**src/rtl/spi_xfer_arbiter.sv**
```systemverilog
// spi_xfer_arbiter: round-robin scheduler sharing one 16-bit SPI frame engine among NUM_REQ requesters.
// Grants one requester, launches the frame, returns the received word, then enforces an idle gap.
// Optional watchdog: define SPI_ARB_TIMEOUT_EN to abort frames that never report spi_done.
module spi_xfer_arbiter #(
  parameter int NUM_REQ        = 4,
  parameter int DATA_W         = 16,
  parameter int GAP_CYCLES     = 4,
  parameter int TIMEOUT_CYCLES = 255
) (
  input  logic                       clk,
  input  logic                       rst,
  input  logic [NUM_REQ-1:0]         req,
  input  logic [NUM_REQ*DATA_W-1:0]  req_data,
  output logic [NUM_REQ-1:0]         gnt,
  output logic [$clog2(NUM_REQ)-1:0] gnt_id,
  output logic [NUM_REQ-1:0]         rsp_valid,
  output logic [DATA_W-1:0]          rsp_data,
  output logic                       spi_start,
  output logic [DATA_W-1:0]          spi_tx,
  input  logic                       spi_busy,
  input  logic                       spi_done,
  input  logic [DATA_W-1:0]          spi_rx,
  output logic                       timeout_err
);

  localparam int ID_W  = $clog2(NUM_REQ);
  localparam int GAP_W = (GAP_CYCLES > 1) ? $clog2(GAP_CYCLES + 1) : 1;

  typedef enum logic [2:0] {
    IDLE,
    LAUNCH,
    WAIT,
    RESP,
    GAP
  } state_t;

  state_t           state;
  logic [ID_W-1:0]  ptr;
  logic [GAP_W-1:0] gap_cnt;
  logic             pick_valid;
  logic [ID_W-1:0]  pick_idx;

`ifdef SPI_ARB_TIMEOUT_EN
  logic [7:0] to_cnt;
`endif

  // Index base+off modulo NUM_REQ; works for non-power-of-two requester counts
  function automatic logic [ID_W-1:0] wrap_idx(input logic [ID_W-1:0] base, input int off);
    int sum;
    sum = int'(base) + off;
    if (sum >= NUM_REQ) sum = sum - NUM_REQ;
    return ID_W'(sum);
  endfunction

  // Round-robin search: first set req bit starting at ptr and wrapping past NUM_REQ-1
  always_comb begin
    pick_valid = 1'b0;
    pick_idx   = '0;
    for (int k = NUM_REQ - 1; k >= 0; k--) begin
      if (req[wrap_idx(ptr, k)]) begin
        pick_valid = 1'b1;
        pick_idx   = wrap_idx(ptr, k);
      end
    end
  end

  // Transaction FSM; every output is registered so grant, launch and response are glitch-free
  always_ff @(posedge clk or negedge rst) begin
    if (!rst) begin
      state     <= IDLE;
      ptr       <= '0;
      gap_cnt   <= '0;
      gnt       <= '0;
      gnt_id    <= '0;
      rsp_valid <= '0;
      rsp_data  <= '0;
      spi_start <= 1'b0;
      spi_tx    <= '0;
`ifdef SPI_ARB_TIMEOUT_EN
      to_cnt      <= '0;
      timeout_err <= 1'b0;
`endif
    end else begin
      spi_start <= 1'b0;
      rsp_valid <= '0;
`ifdef SPI_ARB_TIMEOUT_EN
      timeout_err <= 1'b0;
`endif
      case (state)
        IDLE: begin
          if (pick_valid) begin
            gnt    <= NUM_REQ'(1) << pick_idx;
            gnt_id <= pick_idx;
            spi_tx <= req_data[int'(pick_idx)*DATA_W +: DATA_W];
            state  <= LAUNCH;
          end
        end
        LAUNCH: begin
          if (!req[gnt_id]) begin
            gnt   <= '0;
            state <= IDLE;
          end else if (!spi_busy) begin
            spi_start <= 1'b1;
`ifdef SPI_ARB_TIMEOUT_EN
            to_cnt    <= '0;
`endif
            state     <= WAIT;
          end
        end
        WAIT: begin
          if (spi_done) begin
            rsp_data  <= spi_rx;
            rsp_valid <= gnt;
            state     <= RESP;
          end
`ifdef SPI_ARB_TIMEOUT_EN
          else if (to_cnt == 8'(TIMEOUT_CYCLES - 1)) begin
            rsp_data    <= '1;
            rsp_valid   <= gnt;
            timeout_err <= 1'b1;
            state       <= RESP;
          end else begin
            to_cnt <= to_cnt + 8'd1;
          end
`endif
        end
        RESP: begin
          ptr <= wrap_idx(gnt_id, 1);
          gnt <= '0;
          if (GAP_CYCLES == 0) begin
            state <= IDLE;
          end else begin
            gap_cnt <= GAP_W'(GAP_CYCLES - 1);
            state   <= GAP;
          end
        end
        GAP: begin
          if (gap_cnt == '0) state <= IDLE;
          else gap_cnt <= gap_cnt - 1'b1;
        end
        default: state <= IDLE;
      endcase
    end
  end

`ifndef SPI_ARB_TIMEOUT_EN
  // Watchdog absent: error output tied low, limit parameter only folded into an unused net
  logic unused_timeout;
  assign unused_timeout = ^8'(TIMEOUT_CYCLES);
  assign timeout_err    = 1'b0;
`endif

endmodule

```
**config.mk**
```make
export PLATFORM = sky130hd
export DESIGN_NAME = spi_xfer_arbiter
export DESIGN_NICKNAME = d
export VERILOG_FILES = /design/src/rtl/spi_xfer_arbiter.sv
export SDC_FILE = /design/constraint.sdc
export NUM_CORES = 1
export LEC_CHECK = 0
export BUFFER_PORTS_ARGS = -buffer_cell sky130_fd_sc_hd__buf_4
export CELL_PAD_IN_SITES_DETAIL_PLACEMENT = 1
export CELL_PAD_IN_SITES_GLOBAL_PLACEMENT = 2
export CORE_MARGIN = 3
export CORE_UTILIZATION = 29
export CTS_CLUSTER_DIAMETER = 150
export DETAILED_ROUTE_END_ITERATION = 16
export PLACE_DENSITY = 0.94
export SLEW_MARGIN = 20
export SYNTH_ARGS = -nofsm -noshare
export SYNTH_HDL_FRONTEND = slang
export SYNTH_SLANG_ARGS = --single-unit
```
**constraint.sdc**
```tcl
create_clock -name clk -period 3.1 [get_ports clk]
set_input_delay 0.155 -clock clk [delete_from_list [all_inputs] [get_ports clk]]
set_output_delay 0.155 -clock clk [all_outputs]
set_load 0.02 [all_outputs]
```
== Yosys cells after proc, flatten, opt, wreduce, memory -nomap -nowiden ==
Index checks and enable logic that the tools add are counted.

* Register bits after elaboration: 51
* Input bits: 88
* Output and inout port bits: 44
* Word-level logic and storage cells: 89

* Shift operators: 2
* Equal/unequal tests: 10
* Reduce and logical (&&, ||, !) cells: 9
* Add/subtract/negate cells: 10
* Multiplexer cells: 39
* Magnitude comparators: 10

{| class="wikitable"
|+ Operators with widths
! cell !! number
|-
| $shiftx 64x7->16 || 1
|-
| $mux 2 || 9
|-
| $mux 3 || 6
|-
| $mux 4 || 4
|-
| $lt 2x3->1 const B || 5
|-
| $pmux 3 s5 || 1
|-
| $ge 3x3->1 const B || 4
|-
| $mux 1 || 12
|-
| $pmux 4 s3 || 1
|-
| $bmux 1 s2 || 5
|-
| $ne 2x2->1 const B || 5
|-
| $sub 2x1->2 const B || 5
|-
| $add 2x1->3 const B || 2
|-
| $add 2x2->3 const B || 2
|-
| $eq 3x2->1 const B || 2
|-
| $logic_not 3->1 || 2
|-
| $pmux 3 s2 || 1
|-
| $reduce_and 2->1 || 3
|-
| $reduce_and 4->1 || 1
|-
| $shl 1x2->4 const A || 1
|-
| $eq 3x1->1 const B || 1
|-
| $eq 3x3->1 const B || 1
|-
| $ge 2x3->1 const B || 1
|-
| $ne 3x3->1 const B || 1
|-
| other kinds (4) || 4
|}

== Depth between registers and ports, before layout ==
* Depth after elaboration: 12
* Depth in mapped cells: 7

== Worst setup path after synthesis ==
No wires, ideal clock.

* Kind: reg2reg
* From: reg state[2]
* To: reg spi_tx[10]
* Path slack: 1.275 ns
* Setup time: 0.147 ns
* Arrival time: 1.678 ns
* Clock period less this slack: 1.825 ns
* Cell stages (with the launch flop): 7
* Buffers on the path: 3
* Cell sequence: dfrtp_1 > buf_2 > or4_1 > buf_2 > buf_4 > a2111oi_2 > a311oi_1

* Word-level cells in the longest chain between the ends: 2

{| class="wikitable"
|+ Ends and longest elaborated chain
! item !! line !! source
|-
| start: declaration || 37 || <nowiki>state_t state;</nowiki>
|-
| start signal: assignment || 70 || <nowiki>state <= IDLE;</nowiki>
|-
| start signal: assignment || 95 || <nowiki>state <= LAUNCH;</nowiki>
|-
| start signal: assignment || 101 || <nowiki>state <= IDLE;</nowiki>
|-
| $logic_not 3->1 || 89 || <nowiki>case (state)</nowiki>
|-
| $reduce_and 2->1 (no source line) || - ||
|-
| end signal: assignment || 94 || <nowiki>spi_tx <= req_data[int'(pick_idx)*DATA_W +: DATA_W];</nowiki>
|-
| end: declaration || 19 || <nowiki>output logic [DATA_W-1:0] spi_tx,</nowiki>
|}

Every way passes these cells.
A chain may end at the register's enable or synchronous reset.

== Worst setup path in the final report ==
* From: reg ptr[1]
* To: reg spi_tx[0]

* Word-level cells in the longest chain between the ends: 10
* Elaborated cells on any way between the ends: 33
* Classes of those cells: add/sub: 7; order compare: 4; shift: 1; mux: 20; reduce/logical: 1

{| class="wikitable"
|+ Ends and longest elaborated chain
! item !! line !! source
|-
| start: declaration || 38 || <nowiki>logic [ID_W-1:0] ptr;</nowiki>
|-
| start signal: assignment || 128 || <nowiki>ptr <= wrap_idx(gnt_id, 1);</nowiki>
|-
| $add 2x2->3 || 50 || <nowiki>sum = int'(base) + off;</nowiki>
|-
| $ge 3x3->1 / $sub 2x1->2 (equally long branches) || 51 || <nowiki>if (sum >= NUM_REQ) sum = sum - NUM_REQ;</nowiki>
|-
| $mux 2 || 51 ||
|-
| $bmux 1 s2 || 60 || <nowiki>if (req[wrap_idx(ptr, k)]) begin</nowiki>
|-
| $mux 1 (implied by the code) || 60 ||
|-
| $mux 2 / $mux 1 (equally long branches) (4 in series) || 60 ||
|-
| $shiftx 64x7->16 / $reduce_and 2->1 (equally long branches) || - ||
|}

Several ways; a longest one is shown, not always the timed one. The select of a mux whose other input is x is not followed.

==> out/results.tsv <==
stage	metric	value	unit
status	outcome	finished clean	
timing	grt_setup_unrepaired	no	
pwr	vdd_drop_max	297.0	uV
timing	maxSlewHeadroom	47.62	%
timing	final-hold-violation-count	0	
logic_synthesis	synth_area_leaders	sky130_fd_sc_hd__dfrtp_1, sky130_fd_sc_hd__a2111oi_2, sky130_fd_sc_hd__mux2_2	
detailed_routing	wl_per_cell	17.65	um
clock_network	clock_sinks	51	
place	io_buffers	130	
logic_synthesis	synth.lib_cells_used.distinct	38	
place	placedInstanceArea	3744	um^2
finish	most_common_cell_after_layout_fill_and_taps_aside	sky130_fd_sc_hd__buf_4	
timing	maxSlewViolCount	0	
run	maxCapViolations	0	
detailed_routing	vias	2426	
finish	filler_cell_count	1035	
logic_synthesis	synth_async_sr_flop_share	100.0	%
critical_path	worstSetupPathType	flip-flop to flip-flop	
grt	global_route_wire_length_before_repair	13120	um
clock_network	post-cts-setup-buffers	0	
floorplanning	placeableCoreArea	8848	um^2
detailed_routing	final_antenna_net_count	0	
critical_path	timing.critical_path.slowest_stage_cell	sky130_fd_sc_hd__dfrtp_1	
finish	drive_above_1_share	49.06	%
clock_network	cts-root-to-sink-buffers	2	
pwr	p_leak	1.771	nW
logic_synthesis	seq_area_frac_synth	47.44	%
critical_path	critical_path_arrival	2450	ps
logic_synthesis	synth_top_area_cell	sky130_fd_sc_hd__dfrtp_1	
clock_network	clock_tree.htree_level_count	2	
clock_network	cts_made_buffers	5	
critical_path	timing.critical_path.to_type	flip-flop	
floorplanning	dieArea	10470	um^2
floorplanning	pin_count	132	
logic_synthesis	synth_edf_count	0	
logic_synthesis	syn_nets	340	
logic_synthesis	mappedNetlistArea	2690	um^2
logic_synthesis	yosys_most_used_dff	sky130_fd_sc_hd__dfrtp_1	
place	gpl.final_weighted_congestion	0.7758	
finish	postLayoutCoreUtil	43.42	%
floorplanning	die_w	102.3	um
floorplanning	die_height	102.3	um
timing	transition_time_at_the_pin_with_the_least_slew_margin	783.8	ps
finish	area.growth.synth_to_final	42.84	%
grt	pin_count_of_the_biggest_net_entering_global_routing	52	
logic_synthesis	synthesis.area_per_instance	10.76	um^2
finish	post-route-cell-area	3842	um^2
detailed_routing	remaining_drc_errors	0	
floorplanning	num_rows	34	
timing	period_needed	2247	ps
critical_path	timing.critical_path.required	3300	ps
logic_synthesis	yosys_synthesis_warning_count	0	
clock_network	clk_root_buffer_cell	sky130_fd_sc_hd__clkbuf_8	
grt	grt_antenna_before_repair	0	
logic_synthesis	syn_inst	250	
critical_path	cells_along_the_critical_path	mux2_2 -> nand2_2 -> and2_1 -> buf_12 -> a2111oi_0 -> a311oi_1	
critical_path	worst_path_max_stage_delay	460	ps
grt	grt_pass1_vias	2636	
detailed_routing	detailedRoute.firstPassIterationCount	4	
detailed_routing	vias_per_instance	5.044	
clock_network	clkSlewWorstSetupHoldPaths	100	ps
detailed_routing	detailedRoute.firstIterationViolations	102	
pwr	post-layout-total-power	0.003564	W
finish	commonest_cells_after_routing_fill_and_taps_aside	sky130_fd_sc_hd__buf_4, sky130_fd_sc_hd__dfrtp_1, sky130_fd_sc_hd__nand2_1, sky130_fd_sc_hd__nor2_1, sky130_fd_sc_hd__mux2_2	
place	dp_hpwl	6464	um
timing	fmax	445.0	MHz
grt	globalRouteTotalUtil	16.03	%
finish	finish.net_count	462	
critical_path	critPathLaunchType	flip-flop	
timing	fin_worst_skew	4.646	ps
timing	setup_viol	0	
critical_path	critPathMaxFanout	26	
clock_network	clk_latency	300	ps
timing	setup-tns-final	0	ps
logic_synthesis	yosys_register_bits	51	
finish	n_antenna_cell	0	
clock_network	tritoncts	built	
floorplanning	initial_utilization	30.40	%
timing	finalCritPeriodShare	72.50	%
timing	final.hold.worst_slack	76.94	ps
logic_synthesis	yosys.area.top_type_share	47.44	%
critical_path	timing.critical_path.max_delay_family	simple AND/OR/NAND/NOR gates	
pwr	power.density	927.6	nW/um^2
detailed_routing	total_routed_length	8489	um
critical_path	timing.critical_path.buf_inv	1	
worst_hold_path	timing.hold.worst.class	input pin to flip-flop	
grt	grt-ovfl-total	0	
==> stage by stage <==
stage | setup slack [ps] | cells
finish | 852.6 | 481
CTS | 851.9 | 481
floorplan | 1275 | 250
global route | 678.0 | 481
global placement | 993.9 | 472
detailed placement | 849.2 | 472
==> where the power goes <==
| part | switching [W] | internal (W) | total [W] | leakage (nW) |
|---|---|---|---|---|
| logic | 0.00113 | 0.000863 | 0.00199 | 1.11 |
| registers | 0.000223 | 0.000965 | 0.00119 | 0.617 |
| clock network | 0.000228 | 0.000158 | 0.000386 | 0.0402 |
==> synthesized netlist by cell type (3+ instances only) <==
master and n:
sky130_fd_sc_hd__dfrtp_1 51, sky130_fd_sc_hd__nand2_1 41, sky130_fd_sc_hd__nor2_1 23, sky130_fd_sc_hd__mux2_2 18
sky130_fd_sc_hd__a311oi_1 16, sky130_fd_sc_hd__a21boi_0 15, sky130_fd_sc_hd__a2111oi_2 14, sky130_fd_sc_hd__clkbuf_1 8
sky130_fd_sc_hd__buf_2 7, sky130_fd_sc_hd__and2_1 6, sky130_fd_sc_hd__a21oi_1 4, sky130_fd_sc_hd__inv_1 4
sky130_fd_sc_hd__nand3_1 4, sky130_fd_sc_hd__a21o_1 3, sky130_fd_sc_hd__a32o_1 3, sky130_fd_sc_hd__buf_6 3
sky130_fd_sc_hd__nand2b_1 3
==> registers in the layout (all words and copies together) (netlist names) <==
signal and cells:
gap_cnt 3, gnt 4, gnt_id 2, ptr 2, rsp_data 16, rsp_valid 4
spi_start 1, spi_tx 16, state 3
==> final timing paths <==
path	slack [ps]	cells past startpoint	startpoint	endpoint
max reg2reg	850	6	ptr[1]	spi_tx[0]
min reg2reg	500	1	gap_cnt[2]	gap_cnt[2]
min	80	2	spi_rx[9]	rsp_data[9]
max in group asynchronous	2240	2	rst	gnt[0]
min in group asynchronous	420	2	rst	state[0]
max	850	6	ptr[1]	spi_tx[0]
==> what timing repair did <==
item	4_1_cts	5_1_grt
gates resized for setup	0	0
hold buffers	1	0
hold endpoints to repair	51	0
==> area by class of cell <==
class	count	area [um^2]	area share (%)
clock buffer	5	68.82	1.791
clock inverter	3	20.02	0.5210
inverter	5	18.77	0.4884
multi-input combinational	173	1287	33.51
sequential	51	1276	33.21
tap	108	135.1	3.517
timing repair buffer	136	1036	26.96
==> logic make-up after synthesis <==
group	synth area share, %
buf+inv	5.115
compound gates	23.72
simple gates	13.95
flops	47.44
xor+xnor	0.3256
fa+ha+maj	0.9301
other cells	0.1394
mux	8.372
==> worst reg2reg max path: stages, from the launching register on <==
cell	delay, ps
sky130_fd_sc_hd__dfrtp_1	460
sky130_fd_sc_hd__mux2_2	370
sky130_fd_sc_hd__nand2_2	270
sky130_fd_sc_hd__and2_1	420
sky130_fd_sc_hd__buf_12	240
sky130_fd_sc_hd__a2111oi_0	130
sky130_fd_sc_hd__a311oi_1	250
==> per-layer routing <==
layer	track usage (%)	share of wire, %
met1	19.85	41
met2	28.14	52
met3	3.208	5.6
met4	4.844	1.6
met5	0	0
Power figures use the tool's default switching activity.
